===== config.mk =====
export PLATFORM = sky130hd
export DESIGN_NAME = pl_mem_wb
export DESIGN_NICKNAME = d
export VERILOG_FILES = /design/src/rtl/pl_mem_wb.sv
export SDC_FILE = /design/constraint.sdc
export NUM_CORES = 1
export LEC_CHECK = 0
export ABC_AREA = 1
export CAP_MARGIN = 20
export CORE_MARGIN = 5
export CORE_UTILIZATION = 37
export CTS_BUF_LIST = sky130_fd_sc_hd__clkbuf_16
export DETAILED_ROUTE_END_ITERATION = 8
export SYNTH_ARGS = -nofsm -noshare
export SYNTH_HDL_FRONTEND = slang
export SYNTH_SLANG_ARGS = --single-unit
export TNS_END_PERCENT = 20

===== constraint.sdc =====
create_clock -name clk -period 4.92 [get_ports clk]
set_input_delay 1.476 -clock clk [delete_from_list [all_inputs] [get_ports clk]]
set_output_delay 1.476 -clock clk [all_outputs]
set_load 0.01 [all_outputs]

===== src/rtl/pl_mem_wb.sv =====
// pl_mem_wb: memory-access / writeback stage with an in-order store buffer.
// Define PL_MEM_WB_LD_FWD_EN to enable store-to-load forwarding.
module pl_mem_wb #(
    parameter int NUM_DOMAINS = 1,
    parameter int SB_DEPTH    = 4,
    parameter int ADDR_WID    = 16,
    localparam int DW = NUM_DOMAINS * 8,
    localparam int PW = $clog2(SB_DEPTH),
    localparam int CW = PW + 1
) (
    input  logic                clk,
    input  logic                reset,
    input  logic [0:6]          EX_reg,
    input  logic [DW-1:0]       operation_result,
    input  logic [ADDR_WID-1:0] data_wr_addr,
    input  logic [ADDR_WID-1:0] data_rd_addr,
    input  logic [2:0]          destination_reg_addr,
    output logic                stall_out,
    output logic                dmem_req,
    output logic                dmem_we,
    output logic [ADDR_WID-1:0] dmem_addr,
    output logic [DW-1:0]       dmem_wdata,
    input  logic                dmem_ack,
    input  logic [DW-1:0]       dmem_rdata,
    output logic                rf_wr_en,
    output logic [2:0]          rf_wr_addr,
    output logic [DW-1:0]       rf_wr_data,
    output logic [CW-1:0]       sb_count,
    output logic                sb_empty
);

    typedef enum logic [1:0] {IDLE, LD_WAIT, ST_WAIT} state_t;

    state_t              state_q, state_d;
    logic                ld_pending, ld_pend_d;
    logic [ADDR_WID-1:0] ld_addr_q, ld_addr_d;
    logic [2:0]          ld_dest_q, ld_dest_d;
    logic                req_d, we_d;
    logic [ADDR_WID-1:0] addr_d;
    logic [DW-1:0]       wdata_d;
    logic                rf_en_d;
    logic [2:0]          rf_addr_d;
    logic [DW-1:0]       rf_data_d;

    logic [ADDR_WID-1:0] sb_addr [SB_DEPTH];
    logic [DW-1:0]       sb_data [SB_DEPTH];
    logic [PW-1:0]       wr_ptr, rd_ptr;
    logic [CW-1:0]       count;

    logic valid, is_st, is_ld, is_alu;
    logic acc, push, pop, full, empty;
    logic ld_new, ld_go;
    logic unused_ex;

    assign unused_ex = ^{EX_reg[2], EX_reg[5], EX_reg[6]};

    assign valid  = !EX_reg[3];
    assign is_st  = valid && EX_reg[0];
    assign is_ld  = valid && !EX_reg[0] && EX_reg[4];
    assign is_alu = valid && !EX_reg[0] && !EX_reg[4] && EX_reg[1];

    assign full      = (count == CW'(SB_DEPTH));
    assign empty     = (count == '0);
    assign stall_out = ld_pending || (full && is_st);
    assign acc       = !stall_out;
    assign push      = acc && is_st;
    assign sb_count  = count;
    assign sb_empty  = empty;

`ifdef PL_MEM_WB_LD_FWD_EN
    logic          fwd_hit;
    logic [DW-1:0] fwd_data;
    logic [PW-1:0] idx;

    // Scan oldest to youngest so the youngest match wins.
    always_comb begin
        fwd_hit  = 1'b0;
        fwd_data = '0;
        idx      = '0;
        for (int k = 0; k < SB_DEPTH; k++) begin
            idx = rd_ptr + PW'(k);
            if (CW'(k) < count && sb_addr[idx] == data_rd_addr) begin
                fwd_hit  = 1'b1;
                fwd_data = sb_data[idx];
            end
        end
    end
`endif

    always_comb begin
        state_d   = state_q;
        ld_pend_d = ld_pending;
        ld_addr_d = ld_addr_q;
        ld_dest_d = ld_dest_q;
        req_d     = dmem_req;
        we_d      = dmem_we;
        addr_d    = dmem_addr;
        wdata_d   = dmem_wdata;
        rf_en_d   = 1'b0;
        rf_addr_d = rf_wr_addr;
        rf_data_d = rf_wr_data;
        pop       = 1'b0;
        ld_new    = 1'b0;

        if (acc && is_alu) begin
            rf_en_d   = 1'b1;
            rf_addr_d = destination_reg_addr;
            rf_data_d = operation_result;
        end

        if (acc && is_ld) begin
`ifdef PL_MEM_WB_LD_FWD_EN
            if (fwd_hit) begin
                rf_en_d   = 1'b1;
                rf_addr_d = destination_reg_addr;
                rf_data_d = fwd_data;
            end else begin
                ld_new = 1'b1;
            end
`else
            ld_new = 1'b1;
`endif
        end

        if (ld_new) begin
            ld_pend_d = 1'b1;
            ld_addr_d = data_rd_addr;
            ld_dest_d = destination_reg_addr;
        end

        // A miss never aliases a buffered store, so it may bypass drains.
`ifdef PL_MEM_WB_LD_FWD_EN
        ld_go = ld_pending || ld_new;
`else
        ld_go = (ld_pending || ld_new) && empty;
`endif

        unique case (state_q)
            IDLE: begin
                if (ld_go) begin
                    state_d = LD_WAIT;
                    req_d   = 1'b1;
                    we_d    = 1'b0;
                    addr_d  = ld_addr_d;
                end else if (!empty) begin
                    state_d = ST_WAIT;
                    req_d   = 1'b1;
                    we_d    = 1'b1;
                    addr_d  = sb_addr[rd_ptr];
                    wdata_d = sb_data[rd_ptr];
                end
            end
            LD_WAIT: begin
                if (dmem_ack) begin
                    state_d   = IDLE;
                    req_d     = 1'b0;
                    ld_pend_d = 1'b0;
                    rf_en_d   = 1'b1;
                    rf_addr_d = ld_dest_q;
                    rf_data_d = dmem_rdata;
                end
            end
            ST_WAIT: begin
                if (dmem_ack) begin
                    state_d = IDLE;
                    req_d   = 1'b0;
                    pop     = 1'b1;
                end
            end
            default: state_d = IDLE;
        endcase
    end

    always_ff @(posedge clk) begin
        if (!reset) begin
            state_q    <= IDLE;
            ld_pending <= 1'b0;
            ld_addr_q  <= '0;
            ld_dest_q  <= '0;
            dmem_req   <= 1'b0;
            dmem_we    <= 1'b0;
            dmem_addr  <= '0;
            dmem_wdata <= '0;
            rf_wr_en   <= 1'b0;
            rf_wr_addr <= '0;
            rf_wr_data <= '0;
            wr_ptr     <= '0;
            rd_ptr     <= '0;
            count      <= '0;
        end else begin
            state_q    <= state_d;
            ld_pending <= ld_pend_d;
            ld_addr_q  <= ld_addr_d;
            ld_dest_q  <= ld_dest_d;
            dmem_req   <= req_d;
            dmem_we    <= we_d;
            dmem_addr  <= addr_d;
            dmem_wdata <= wdata_d;
            rf_wr_en   <= rf_en_d;
            rf_wr_addr <= rf_addr_d;
            rf_wr_data <= rf_data_d;
            wr_ptr     <= wr_ptr + PW'(push);
            rd_ptr     <= rd_ptr + PW'(pop);
            count      <= count + CW'(push) - CW'(pop);
        end
    end

    always_ff @(posedge clk) begin
        if (push) begin
            sb_addr[wr_ptr] <= data_wr_addr;
            sb_data[wr_ptr] <= operation_result;
        end
    end

endmodule

* After elaboration in Yosys (flattened, before gate mapping)
Memories as Yosys holds them, arrays and structs flattened. A register that Yosys moved wholly into a read port is not among the register bits.
Index checks and enable logic that the tools add are counted.
** Storage, ports and cells
- Flip-flop bits (word level) :: 59
- Output and inout port bits :: 43
- Memory bits (writable) :: 96
- Memories kept :: 2
- Logic and storage cells :: 82
** Memories
- sb_addr :: words 4, width 16, read ports 1, clocked after Yosys merged registers in 1, write ports 1, RTL line 45 : logic [ADDR_WID-1:0] sb_addr [SB_DEPTH];
- sb_data :: words 4, width 8, read ports 1, clocked after Yosys merged registers in 1, write ports 1, RTL line 46 : logic [DW-1:0] sb_data [SB_DEPTH];
** Cells by class
- Equal/unequal tests :: 6
- Multiplexer cells :: 30
- $add $sub $neg :: 4
- Reductions and logical operators :: 25
- Bitwise logic cells :: 2
** Operators by type and width (count)
- 2-to-1 mux 16 bit :: 3
- 2-to-1 mux 8 bit :: 3
- 2-to-1 mux 1 bit :: 15
- logical AND 1 bit :: 10
- 2-to-1 mux 3 bit :: 3
- 2-to-1 mux 2 bit :: 4
- AND reduction 3 bit :: 2
- logical NOT 1 bit :: 5
- adder 2 x 1 -> 2 bit :: 2
- inequality test 2 x 1 -> 1 bit (second input constant) :: 2
- one-hot mux 2 bit (2 select lines) :: 1
- AND reduction 2 bit :: 2
- adder 3 x 1 -> 3 bit :: 1
- == test 3 bit (second input constant) :: 1
- logical NOT 3 bit :: 1
- inequality test 3 bit (second input constant) :: 1
- subtractor 3 x 1 -> 3 bit :: 1
- == test 2 x 1 -> 1 bit (second input constant) :: 1
- == test 2 bit (second input constant) :: 1
- logical NOT 2 bit :: 1
- logical OR 1 bit :: 2
- NOT 1 bit :: 2
- one-hot mux 1 bit (2 select lines) :: 1
- nonzero test 2 bit :: 1
- OR reduction 2 bit :: 1

* Longest topological paths before layout
- Word-level depth :: 11
- Depth in mapped cells :: 13

* Worst setup path after synthesis
OpenSTA, ideal clock, no wires.
- Path type :: input port to flip-flop
- Start :: input EX_reg[0] (netlist name)
- End :: memory sb_addr[0][0], enable pin
- Stages :: 5
- Path slack :: 0.840 ns
- Data arrival time :: 3.645 ns
- Required time :: 4.485 ns
- Path through :: inv_1 -> nor2_1 -> nand2_1 -> nand3_1 -> nor3_1
** On the way
- Word-level cells in the longest chain between the ends :: 7
** RTL lines
- from (decl) :: RTL line 13 : input logic [0:6] EX_reg,
- logical AND 1 bit * :: RTL line 58 : assign is_st = valid && EX_reg[0];
- logical AND 1 bit :: RTL line 64 : assign stall_out = ld_pending || (full && is_st);
- logical OR 1 bit :: RTL line 64
- logical NOT 1 bit :: RTL line 65 : assign acc = !stall_out;
- logical AND 1 bit * :: RTL line 66 : assign push = acc && is_st;
- 2-to-1 mux 1 bit * :: RTL line 209 : if (push) begin
- 2-to-1 mux 1 bit (implied by the code) * :: RTL line 210 : sb_addr[wr_ptr] <= data_wr_addr;
- to (decl) :: RTL line 45
Every way passes the cells marked *; elsewhere a longest branch is shown, timed or not.

* Worst setup path after layout
- Start :: input EX_reg[0] (netlist name)
- End :: output stall_out
** On the way
- Word-level cells in the longest chain between the ends :: 3
** RTL lines
- logical AND 1 bit :: RTL line 58
- logical AND 1 bit :: RTL line 64
- logical OR 1 bit :: RTL line 64
- to (decl) :: RTL line 18 : output logic stall_out,
Every way passes these cells.

==> flow_metrics.env <==
export IMPL_post_synth_top_area_fraction_pct=42.6
export IMPL_postSynthRegisterBits=163
export IMPL_hold_path_class="flip-flop to flip-flop"
export IMPL_critical_path_maximum_fanout=3
export IMPL_final_setup_skew_ns=0.00994
export IMPL_globalRoute_totalOverflow=0
export IMPL_die_x_um=145
export IMPL_final_period_minus_worst_setup_slack_ns=4.31
export IMPL_timing_critical_path_to_type="primary output"
export IMPL_core_area_um2=18000
export IMPL_initial_utilization_pct=37.7
export IMPL_worst_setup_path_type="input pin to primary output"
export IMPL_run_status="finished clean"
export IMPL_die_height_um=145
export IMPL_routed_wirelength_um=14900
export IMPL_grt_setup_unrepaired="no"
export IMPL_library_cell_used_as_clock_root_buffer="sky130_fd_sc_hd__clkbuf_16"
export IMPL_ys_top_cells_by_count="sky130_fd_sc_hd__nor2_1, sky130_fd_sc_hd__edfxtp_1, sky130_fd_sc_hd__nand2_1"
export IMPL_place_gp_congestion=0.766
export IMPL_filler_cell_count=1682
export IMPL_post_route_cells_drive_above_1_share_pct=7.13
export IMPL_design_die_area_um2=21100
export IMPL_netlist_top_cells_area="sky130_fd_sc_hd__edfxtp_1, sky130_fd_sc_hd__dfxtp_1, sky130_fd_sc_hd__nor2_1, sky130_fd_sc_hd__nand2_1, sky130_fd_sc_hd__o21ai_0"
export IMPL_static_leakage_power_uw=0.00341
export IMPL_synth_sequential_area_ratio_pct=62.4
export IMPL_antenna_violating_nets_post_route=0
export IMPL_fmaxAchievable_mhz=232
export IMPL_clk_pin_slew_ns=0.06
export IMPL_via_count=4818
export IMPL_detail_route_wl_per_cell_um=14.3
export IMPL_cts_setup_buffers=0
export IMPL_synth_cell_area_um2=6770
export IMPL_cts_repair_resize_count=0
export IMPL_timing_critical_path_arrival_ns=2.84
export IMPL_synth_edf_count=96
export IMPL_clock_sink_count=163
export IMPL_synth_ff_type="sky130_fd_sc_hd__edfxtp_1"
export IMPL_antenna_cells_inserted=0
export IMPL_cts_path_max_buffers=2
export IMPL_dpl_instance_area_um2=7920
export IMPL_via_per_inst=4.62
export IMPL_reg2regPathDepth=14
export IMPL_setup_total_negative_slack_ns=0
export IMPL_final_min_period_over_clock_period_pct=87.7
export IMPL_vias_in_the_first_global_route=4523
export IMPL_io_buffer_count=100
export IMPL_detailed_place_hpwl_um=9470
export IMPL_std_cell_rows=49
export IMPL_cts_made_buffers=17
export IMPL_tritoncts="done"
export IMPL_timing_final_hold_violations=0
export IMPL_initial_antenna_violation_count=1
export IMPL_startpoint_type="input pin"
export IMPL_mean_syn_cell_area_um2=9.56
export IMPL_synth_most_common_cell="sky130_fd_sc_hd__nor2_1"
export IMPL_setup_viol=0
export IMPL_yosys_area_top_type="sky130_fd_sc_hd__edfxtp_1"
export IMPL_peakVddDrop_mv=0.276
export IMPL_min_delay_path_depth=2
export IMPL_worst_slew_pin_slew_ns=0.759
export IMPL_timing_slew_headroom_pct=49.3
export IMPL_async_reset_ff_share_pct=0
export IMPL_area_growth_synth_to_final_pct=25.7
export IMPL_grt_max_degree=51
export IMPL_drt_initial_drc_count=257
export IMPL_design_portCount=104
export IMPL_final_max_slew_violation_count=0
export IMPL_h_tree_depth=4
export IMPL_power_density_nw_per_um2=487
export IMPL_grt_use_total_pct=14.3
export IMPL_wire_length_of_the_first_global_routing_pass_um=24200
export IMPL_maxCapViolCount=0
export IMPL_synthesis_yosys_warnings=0
export IMPL_nets=871
export IMPL_finalInstanceArea_um2=8510
export IMPL_cts_hold_repair_buffers=0
export IMPL_synth_fp_nets=778
export IMPL_clk_insertion_delay_late_ns=0.42
export IMPL_syn_instance_count=708
export IMPL_netlist_cell_type_count=28
export IMPL_drc=0
export IMPL_drt_pass1_iterations=4
export IMPL_worstPathRequired_ns=3.44
[final timing paths]
path	from	endpoint	slack, ns
setup / recovery	EX_reg[0]	stall_out	0.61
hold / removal	ld_dest_q[0]$_SDFFE_PN0N_	ld_dest_q[0]$_SDFFE_PN0N_	0.45
setup reg to reg	sb_count[1]$_SDFF_PN0_	sb_count[2]$_SDFF_PN0_	2.39
hold reg to reg	ld_dest_q[0]$_SDFFE_PN0N_	ld_dest_q[0]$_SDFFE_PN0N_	0.45
[layout make-up]
type | count | area, um2 | area share, %
multi-input cells | 441 | 2070 | 24.3
clock buffers | 17 | 425 | 5.00
inverters | 66 | 250 | 2.94
repair buffers | 112 | 1090 | 12.8
clock inverters | 15 | 163 | 1.91
well taps | 229 | 287 | 3.37
flip-flops and latches | 163 | 4220 | 49.6
[placed cells by master (no fill, tap or decap), types with 3 or more instances in the layout]
cell type | synthesis | final
sky130_fd_sc_hd__a21oi_1 | 28 | 28
sky130_fd_sc_hd__buf_4 | 4 | 12
sky130_fd_sc_hd__bufinv_16 | 0 | 3
sky130_fd_sc_hd__clkbuf_16 | 0 | 17
sky130_fd_sc_hd__clkdlybuf4s50_1 | 0 | 100
sky130_fd_sc_hd__clkinv_1 | 1 | 4
sky130_fd_sc_hd__dfxtp_1 | 67 | 67
sky130_fd_sc_hd__edfxtp_1 | 96 | 96
sky130_fd_sc_hd__ha_1 | 8 | 8
sky130_fd_sc_hd__inv_1 | 62 | 63
sky130_fd_sc_hd__inv_6 | 0 | 3
sky130_fd_sc_hd__nand2_1 | 92 | 92
sky130_fd_sc_hd__nand2_2 | 3 | 3
sky130_fd_sc_hd__nand3_1 | 18 | 18
sky130_fd_sc_hd__nand4_1 | 12 | 12
sky130_fd_sc_hd__nor2_1 | 169 | 169
sky130_fd_sc_hd__nor3_2 | 0 | 4
sky130_fd_sc_hd__o21ai_0 | 58 | 58
sky130_fd_sc_hd__o21ai_1 | 33 | 33
sky130_fd_sc_hd__o21ai_2 | 3 | 3
sky130_fd_sc_hd__xnor2_1 | 3 | 3
[through the flow]
| stage | setup slack (ns) | power (uW) | util, % | cells | hold slack (ns) |
|---|---|---|---|---|---|
| 4_1_cts | 0.599 | 4200 | 47.4 | 1043 | 0.459 |
| 3_3_place_gp | 0.599 | 2870 | 44.1 | 1011 | 0.440 |
| 3_5_place_dp | 0.609 | 2880 | 44.1 | 1011 | 0.448 |
| 6_report | 0.606 | 4140 | 47.4 | 1043 | 0.455 |
| 5_1_grt | 0.508 | 4410 | 47.4 | 1043 | 0.478 |
| 2_1_floorplan | 0.840 | 2450 | - | 708 | 0.429 |
[routing by layer]
metal / global-route usage [%] / vias up / routed length [um]
li1: - / 2511 / -
met1: 19.2 / 2200 / 6990
met2: 22.1 / 82 / 6920
met3: 4.05 / 23 / 702
met4: 5.55 / 2 / 277
met5: 0 / - / 13
[kinds of logic (layout without fill, tap and decap cells)]
group | Yosys count | in the layout | share of synthesized area [%]
XOR/XNOR | 3 | 3 | 0.388
adder cells (fa/ha/maj) | 9 | 9 | 1.77
flip-flops | 163 | 163 | 62.4
buffers and inverters | 104 | 210 | 7.32
AO/OA/AOI/OAI | 124 | 124 | 9.37
AND/OR/NAND/NOR | 305 | 305 | 18.8
[critical path, stage by stage]
cell                              delay [ns]
sky130_fd_sc_hd__clkdlybuf4s50_1        0.45
sky130_fd_sc_hd__inv_1                  0.07
sky130_fd_sc_hd__nor2_1                 0.13
sky130_fd_sc_hd__nand2_1                0.09
sky130_fd_sc_hd__nand2_1                0.07
sky130_fd_sc_hd__clkdlybuf4s50_1        0.54
[flip-flops by register name, summed over array words and instances, names as in the netlist, 8 cells and up]
signal      flops
dmem_addr      16
sb_addr        64
dmem_wdata      8
ld_addr_q      16
sb_data        32
rf_wr_data      8
[power by group]
part / internal (uW) / leakage [uW] / switching, uW
Clock: 793 / 0.000288 / 518
Sequential: 1610 / 0.00142 / 91.7
Combinational: 485 / 0.00170 / 643
Note: power is estimated with default switching activity, not from simulation.
